$ cat src/rtl/alu_issue_if.sv
// Decode-to-ALU issue bus: upstream op, ALU drive/return, and writeback result.
// master = surrounding environment (decode, ALU, writeback); slave = issue stage.
interface alu_issue_if;
   logic        in_valid;
   logic        in_ready;
   logic [6:0]  in_opcode;
   logic [2:0]  in_funct3;
   logic        in_bit30;
   logic [63:0] in_rs1_data;
   logic [63:0] in_rs2_data;
   logic [63:0] in_imm;
   logic [63:0] in_pc;
   logic [4:0]  in_rd;

   logic [4:0]  alu_funct;
   logic [63:0] alu_operand_a;
   logic [63:0] alu_operand_b;
   logic [63:0] alu_result;

   logic        out_valid;
   logic        out_ready;
   logic [63:0] out_result;
   logic [4:0]  out_rd;
   logic        out_illegal;

   modport master (
      output in_valid, in_opcode, in_funct3, in_bit30, in_rs1_data, in_rs2_data,
             in_imm, in_pc, in_rd, alu_result, out_ready,
      input  in_ready, alu_funct, alu_operand_a, alu_operand_b,
             out_valid, out_result, out_rd, out_illegal
   );

   modport slave (
      input  in_valid, in_opcode, in_funct3, in_bit30, in_rs1_data, in_rs2_data,
             in_imm, in_pc, in_rd, alu_result, out_ready,
      output in_ready, alu_funct, alu_operand_a, alu_operand_b,
             out_valid, out_result, out_rd, out_illegal
   );
endinterface

$ cat src/rtl/alu_issue_stage.sv
// Two-stage valid/ready issue stage in front of a combinational RV64I ALU.
// Stage 1 registers the decoded function code and operands onto the ALU inputs;
// stage 2 captures the ALU result and holds it for writeback under backpressure.
module alu_issue_stage (
   input  logic       clock,
   input  logic       reset,
   input  logic       flush,
   alu_issue_if.slave bus
);
   localparam logic [6:0] OPC_OP        = 7'b0110011;
   localparam logic [6:0] OPC_OP_IMM    = 7'b0010011;
   localparam logic [6:0] OPC_OP_32     = 7'b0111011;
   localparam logic [6:0] OPC_OP_IMM_32 = 7'b0011011;
   localparam logic [6:0] OPC_LUI       = 7'b0110111;
   localparam logic [6:0] OPC_AUIPC     = 7'b0010111;

   // decode results
   logic [63:0] dec_a;
   logic [63:0] dec_b;
   logic [4:0]  dec_funct;
   logic        dec_illegal;
   logic        w_funct3_ok;

   // stage 1 state
   logic        s1_valid_reg;
   logic [4:0]  s1_rd_reg;
   logic        s1_illegal_reg;
   logic [4:0]  alu_funct_reg;
   logic [63:0] operand_a_reg;
   logic [63:0] operand_b_reg;

   // stage 2 state
   logic        out_valid_reg;
   logic [63:0] out_result_reg;
   logic [4:0]  out_rd_reg;
   logic        out_illegal_reg;

   logic advance2;
   logic accept;

   assign advance2    = !out_valid_reg || bus.out_ready;
   assign bus.in_ready = (!s1_valid_reg || advance2) && !reset;
   assign accept      = bus.in_valid && bus.in_ready;

   // Word ops only exist as ADD/SUB, SLL and SRL/SRA.
   assign w_funct3_ok = (bus.in_funct3 == 3'b000) || (bus.in_funct3 == 3'b001) ||
                        (bus.in_funct3 == 3'b101);

   // Decode opcode/funct3/bit30 into ALU function code and operand selection.
   always_comb begin
      dec_a       = '0;
      dec_b       = '0;
      dec_funct   = '0;
      dec_illegal = 1'b0;
      case (bus.in_opcode)
         OPC_OP: begin
            dec_a     = bus.in_rs1_data;
            dec_b     = bus.in_rs2_data;
            dec_funct = {1'b0,
                         bus.in_bit30 && ((bus.in_funct3 == 3'b000) || (bus.in_funct3 == 3'b101)),
                         bus.in_funct3};
         end
         OPC_OP_IMM: begin
            // bit30 of an immediate is data except for the SRAI shift-type bit.
            dec_a     = bus.in_rs1_data;
            dec_b     = bus.in_imm;
            dec_funct = {1'b0, bus.in_bit30 && (bus.in_funct3 == 3'b101), bus.in_funct3};
         end
         OPC_OP_32: begin
            if (w_funct3_ok) begin
               dec_a     = bus.in_rs1_data;
               dec_b     = bus.in_rs2_data;
               dec_funct = {1'b1,
                            bus.in_bit30 && ((bus.in_funct3 == 3'b000) || (bus.in_funct3 == 3'b101)),
                            bus.in_funct3};
            end else begin
               dec_illegal = 1'b1;
            end
         end
         OPC_OP_IMM_32: begin
            if (w_funct3_ok) begin
               dec_a     = bus.in_rs1_data;
               dec_b     = bus.in_imm;
               dec_funct = {1'b1, bus.in_bit30 && (bus.in_funct3 == 3'b101), bus.in_funct3};
            end else begin
               dec_illegal = 1'b1;
            end
         end
         OPC_LUI: begin
            dec_b = bus.in_imm;
         end
         OPC_AUIPC: begin
            dec_a = bus.in_pc;
            dec_b = bus.in_imm;
         end
         default: begin
            dec_illegal = 1'b1;
         end
      endcase
   end

   // Stage 1: capture decoded op; flush only kills the valid bit, data is left as-is.
   always_ff @(posedge clock) begin
      if (reset) begin
         s1_valid_reg   <= 1'b0;
         s1_rd_reg      <= '0;
         s1_illegal_reg <= 1'b0;
         alu_funct_reg  <= '0;
         operand_a_reg  <= '0;
         operand_b_reg  <= '0;
      end else if (flush) begin
         s1_valid_reg <= 1'b0;
      end else if (accept) begin
         s1_valid_reg   <= 1'b1;
         s1_rd_reg      <= bus.in_rd;
         s1_illegal_reg <= dec_illegal;
         alu_funct_reg  <= dec_funct;
         operand_a_reg  <= dec_a;
         operand_b_reg  <= dec_b;
      end else if (advance2) begin
         s1_valid_reg <= 1'b0;
      end
   end

   // Stage 2: capture the ALU result when the writeback slot is free or draining.
   always_ff @(posedge clock) begin
      if (reset) begin
         out_valid_reg   <= 1'b0;
         out_result_reg  <= '0;
         out_rd_reg      <= '0;
         out_illegal_reg <= 1'b0;
      end else if (flush) begin
         out_valid_reg <= 1'b0;
      end else if (advance2) begin
         out_valid_reg <= s1_valid_reg;
         // Data only matters behind a valid op; leaving it untouched otherwise keeps outputs quiet.
         if (s1_valid_reg) begin
            out_result_reg  <= s1_illegal_reg ? 64'd0 : bus.alu_result;
            out_rd_reg      <= s1_rd_reg;
            out_illegal_reg <= s1_illegal_reg;
         end
      end
   end

   assign bus.alu_funct     = alu_funct_reg;
   assign bus.alu_operand_a = operand_a_reg;
   assign bus.alu_operand_b = operand_b_reg;
   assign bus.out_valid     = out_valid_reg;
   assign bus.out_result    = out_result_reg;
   assign bus.out_rd        = out_rd_reg;
   assign bus.out_illegal   = out_illegal_reg;
endmodule

$ cat src/flat_wrapper.sv
// flat-port wrapper written by rule: the top's interface ports become plain ports
module alu_issue_stage_flat 
  (clock, reset, flush, bus_in_valid, bus_in_opcode, bus_in_funct3, bus_in_bit30, bus_in_rs1_data, bus_in_rs2_data, bus_in_imm, bus_in_pc, bus_in_rd, bus_alu_result, bus_out_ready, bus_in_ready, bus_alu_funct, bus_alu_operand_a, bus_alu_operand_b, bus_out_valid, bus_out_result, bus_out_rd, bus_out_illegal);
  alu_issue_if bus_i ();
  input  logic clock;
  input  logic reset;
  input  logic flush;
  input wire logic [$bits(bus_i.in_valid)-1:0] bus_in_valid;
  input wire logic [$bits(bus_i.in_opcode)-1:0] bus_in_opcode;
  input wire logic [$bits(bus_i.in_funct3)-1:0] bus_in_funct3;
  input wire logic [$bits(bus_i.in_bit30)-1:0] bus_in_bit30;
  input wire logic [$bits(bus_i.in_rs1_data)-1:0] bus_in_rs1_data;
  input wire logic [$bits(bus_i.in_rs2_data)-1:0] bus_in_rs2_data;
  input wire logic [$bits(bus_i.in_imm)-1:0] bus_in_imm;
  input wire logic [$bits(bus_i.in_pc)-1:0] bus_in_pc;
  input wire logic [$bits(bus_i.in_rd)-1:0] bus_in_rd;
  input wire logic [$bits(bus_i.alu_result)-1:0] bus_alu_result;
  input wire logic [$bits(bus_i.out_ready)-1:0] bus_out_ready;
  output wire logic [$bits(bus_i.in_ready)-1:0] bus_in_ready;
  output wire logic [$bits(bus_i.alu_funct)-1:0] bus_alu_funct;
  output wire logic [$bits(bus_i.alu_operand_a)-1:0] bus_alu_operand_a;
  output wire logic [$bits(bus_i.alu_operand_b)-1:0] bus_alu_operand_b;
  output wire logic [$bits(bus_i.out_valid)-1:0] bus_out_valid;
  output wire logic [$bits(bus_i.out_result)-1:0] bus_out_result;
  output wire logic [$bits(bus_i.out_rd)-1:0] bus_out_rd;
  output wire logic [$bits(bus_i.out_illegal)-1:0] bus_out_illegal;
  assign bus_i.in_valid = bus_in_valid;
  assign bus_i.in_opcode = bus_in_opcode;
  assign bus_i.in_funct3 = bus_in_funct3;
  assign bus_i.in_bit30 = bus_in_bit30;
  assign bus_i.in_rs1_data = bus_in_rs1_data;
  assign bus_i.in_rs2_data = bus_in_rs2_data;
  assign bus_i.in_imm = bus_in_imm;
  assign bus_i.in_pc = bus_in_pc;
  assign bus_i.in_rd = bus_in_rd;
  assign bus_i.alu_result = bus_alu_result;
  assign bus_i.out_ready = bus_out_ready;
  assign bus_in_ready = bus_i.in_ready;
  assign bus_alu_funct = bus_i.alu_funct;
  assign bus_alu_operand_a = bus_i.alu_operand_a;
  assign bus_alu_operand_b = bus_i.alu_operand_b;
  assign bus_out_valid = bus_i.out_valid;
  assign bus_out_result = bus_i.out_result;
  assign bus_out_rd = bus_i.out_rd;
  assign bus_out_illegal = bus_i.out_illegal;
  alu_issue_stage u_core (.clock(clock), .reset(reset), .flush(flush), .bus(bus_i));
endmodule
$ cat config.mk
export PLATFORM = sky130hd
export DESIGN_NAME = alu_issue_stage_flat
export DESIGN_NICKNAME = d
export VERILOG_FILES = /design/src/rtl/alu_issue_if.sv /design/src/rtl/alu_issue_stage.sv /design/src/flat_wrapper.sv
export SDC_FILE = /design/constraint.sdc
export NUM_CORES = 1
export LEC_CHECK = 0
export CAP_MARGIN = 10
export CORE_AREA = 2 2 215 217
export DETAILED_ROUTE_END_ITERATION = 12
export DIE_AREA = 0 0 217 219
export PLACE_DENSITY_LB_ADDON = 0.3
export SYNTH_ARGS = -nofsm -noshare
export SYNTH_HDL_FRONTEND = slang
export SYNTH_SLANG_ARGS = --single-unit
$ cat constraint.sdc
create_clock -name clock -period 2.9 [get_ports clock]
set_clock_uncertainty 0.2 [all_clocks]
set_input_delay 0.58 -clock clock [delete_from_list [all_inputs] [get_ports clock]]
set_output_delay 0.58 -clock clock [all_outputs]
set_load 0.02 [all_outputs]
==> results.md <==
* Status: completed
* Fin area at 16900 sq um
* R2R Path End: u_core.bus.alu_operand_a[62]$_SDFFE_PP0P_
* Uppermost layer routed: met4
* Final ANT Viol Nets at 0
* Root Buffer: clkbuf_16
* Nets@finish at 1896
* Ys async rst share at 0
* Die Span Y at 219 um
* Area Overhead vs Synth at 74.1%
* Clock edge transition at the registers on the reported setup and hold paths at 60 ps
* Final HPWL DP at 29.9 mm
* # setup viols final at 0
* Pleak at 5.20 nW
* Buffers on Ports at 545
* Global Route Usage Sum at 0.166
* Post-route setup TNS at 0 ps
* Initial Utilization at 0.215
* Width of the chip at 217 um
* Max-slew violations at 0
* Worst slew pin tran at 832 ps
* CP startpoint kind: input pin
* Cts bufs inserted at 27
* CTS tree: done
* First DRT Iteration DRCs at 638
* Clock H-tree levels at 1
* Ratio of cells with drive above 1 in the final layout at 0.107
* Post-synthesis instance total at 1055
* Core Area at 45100 sq um
* Register Area at 4220 sq um
* Vias at 10600
* Drt pass-1 iters at 5
* Die ar. at 47500 sq um
* Post-synth EDFFs at 0
* Crit-path leading delay family: buffers and inverters
* Relative slew slack at 0.446
* Critical Path Max Stage Delay at 640 ps
* Worst path cell trace: clkdlybuf4s50_1 -> and3b_1 -> nor2_1 -> clkdlybuf4s50_1
* Number of setup buffers added after CTS at 0
* Met1 WL at 16.7 mm
* Antenna violations before repair at 4
* Ranking of synthesized cells by area: dfxtp_1 (44%), mux2_2 (7.4%), nand2_1 (6.1%)
* Worst path buffer plus inverter count at 2
* Vias/cell at 4.86
* Largest net degree at the start of global routing at 146
* Syn avg cell area at 9.18 sq um
* HP Start: u_core.bus.out_result[17]$_SDFFE_PP0P_
* Main flop type after synthesis: dfxtp_1
* Worst hold slack at 247 ps
* Final Util at 0.374
* Congestion Overflow GR at 0
* Fin crit period at 2830 ps
* Worst hold stages at 2
* Worst-path maximum fanout at 3
* IO Count at 546
* DR WL/cell at 19.4 um
* Row count at 78
* First-pass GRT wire length at 62.5 mm
* WP data required at 2120 ps
* Hold Crit Endpoint: u_core.bus.out_result[17]$_SDFFE_PP0P_
* Worst reg-to-reg setup slack at 900 ps
* Synth area leader: dfxtp_1
* Metal2 WL at 20.9 mm
* Final hold vios at 0
* Critical path endpoint category: primary output
* Synth Net Count at 1396
* Critical Path AT at 2050 ps
* Routed wl met3 at 3.07 mm
* Resized cells post-CTS at 0
* Cells on worst reg2reg path at 5
* Multi-input logic area at 4940 sq um
* Number of max-cap violations at 0
* Number of global-route vias before repair at 10600
* Synthesized area at 9690 sq um
* Slowest CP cell: clkdlybuf4s50_1
* Period utilization at 0.974
* Crit Path Category: in -> out
* Hold Buf Count CTS at 0
* Clk Latency, worst-skew pair at 540 ps
* Placed cell area at 16000 sq um
* Max clock buf depth at 3
* RSZ-0062 raised after global routing: false
* Pwr dens at 431 nW/um^2
* Drt drc at 0
* Routed WL at 42.3 mm
* Seq cells post-synth at 211
* Synth warn at 0
* Worst path most repeated cell: clkdlybuf4s50_1
* Sequential share of the synthesized area at 0.436
* Worst IR Drop VDD at 0.340 mV
* Tightest Hold Check Type: reg -> reg
* Clock sinks at 211
* Max Clk Rate at 354 MHz
* GP Congestion at 0.773
* Synth cell types at 32
* Top cell type's share of synthesized area at 0.436
* Fill cell count at 4598
* Reg2reg start: u_core.s1_valid_reg$_SDFFE_PP0P_
-- layer usage --
metal,vias to the layer above,global-route usage
met5,-,0
met4,0,0.0710
met3,78,0.0377
met2,414,0.294
met1,5022,0.190
li1,5057,-
-- Yosys cell counts, types with 2 or more instances --
library cell	instances
dfxtp_1	211
nand2_1	157
clkbuf_1	93
a21oi_1	78
nand3_1	66
nand3b_1	65
a221oi_1	64
a22oi_1	64
a32oi_1	64
mux2_2	64
o2bb2ai_1	64
buf_6	11
buf_1	10
buf_2	8
nor2_1	7
nor3b_1	4
o21ai_0	4
a32o_1	2
buf_4	2
inv_1	2
nor2b_1	2
nor3_1	2
or3b_1	2
-- per-stage QoR --
step | std cells | power (W) | setup slack, ps
4_1_cts | 2173 | 0.00737 | 86.5
5_1_grt | 2176 | 0.00754 | 19.4
6_report | 2176 | 0.00726 | 74.6
3_5_place_dp | 2126 | 0.00395 | 29.5
2_1_floorplan | 1055 | 0.00330 | 677
3_3_place_gp | 2126 | 0.00395 | 28.6
-- worst max-delay path by stage --
stage | start | end | slack [ps] | depth (start not counted)
2_1_floorplan | reset | u_core.bus.alu_operand_a[0]$_SDFFE_PP0P_ | 680 | 6
3_3_place_gp | bus_in_valid | u_core.bus.alu_operand_a[16]$_SDFFE_PP0P_ | 30 | 6
3_5_place_dp | bus_in_valid | u_core.bus.alu_operand_a[7]$_SDFFE_PP0P_ | 30 | 6
4_1_cts | bus_out_ready | bus_in_ready | 90 | 4
5_1_grt | bus_out_ready | bus_in_ready | 20 | 4
6_report | bus_out_ready | bus_in_ready | 70 | 4
-- cells by family (layout without fill, tap and decap cells) --
| logic type | Yosys count | in the layout | synth area share |
|---|---|---|---|
| AO/OA/AOI/OAI | 342 | 342 | 0.270 |
| buffers and inverters | 126 | 644 | 0.0592 |
| flip-flops | 211 | 211 | 0.436 |
| multiplexers | 64 | 64 | 0.0744 |
| other | 0 | 3 | 0 |
| AND/OR/NAND/NOR | 312 | 312 | 0.161 |
-- power by group --
part	internal [W]	switching (W)
Clock	0.00205	0.00132
Combinational	0.000586	0.000369
Sequential	0.00292	0.0000113
-- placed cells by master, fill, tap and decap left out, types with 2 or more instances in the layout --
cell type,synthesis,final
nand2_1,157,156
clkbuf_8,0,7
nor2_4,0,2
buf_4,2,33
clkbuf_1,93,5
buf_12,0,18
or3b_2,1,2
a221oi_1,64,64
clkdlybuf4s50_1,0,543
a32oi_1,64,64
inv_1,2,2
o21ai_0,4,3
dfxtp_1,211,211
diode_2,0,3
clkbuf_16,0,27
clkinv_2,0,5
nand3b_1,65,65
nand3_1,66,66
nor2_1,7,5
nor2b_1,2,2
o2bb2ai_1,64,64
nor3b_1,4,2
a21oi_1,78,78
nor3_1,2,2
a32o_1,2,2
a22oi_1,64,64
mux2_2,64,64
bufinv_16,0,2
nor3b_2,0,2
-- worst register-to-register path, delay by kind of cell (launching register included) --
family,cells,cell delay [ps]
buffers and inverters,1,210
DFF,1,330
AOI/OAI and AO/OA,1,220
and+or+nand+nor,3,960
-- layout make-up --
type                    count  area share
repair buffers            595       0.359
multi-input cells         718       0.293
flip-flops and latches    211       0.251
clock buffers              39      0.0469
well taps                 600      0.0445
clock inverters             8     0.00557
inverters                   2    0.000445
diodes                      3    0.000445
Note: power is estimated with default switching activity, not from simulation.
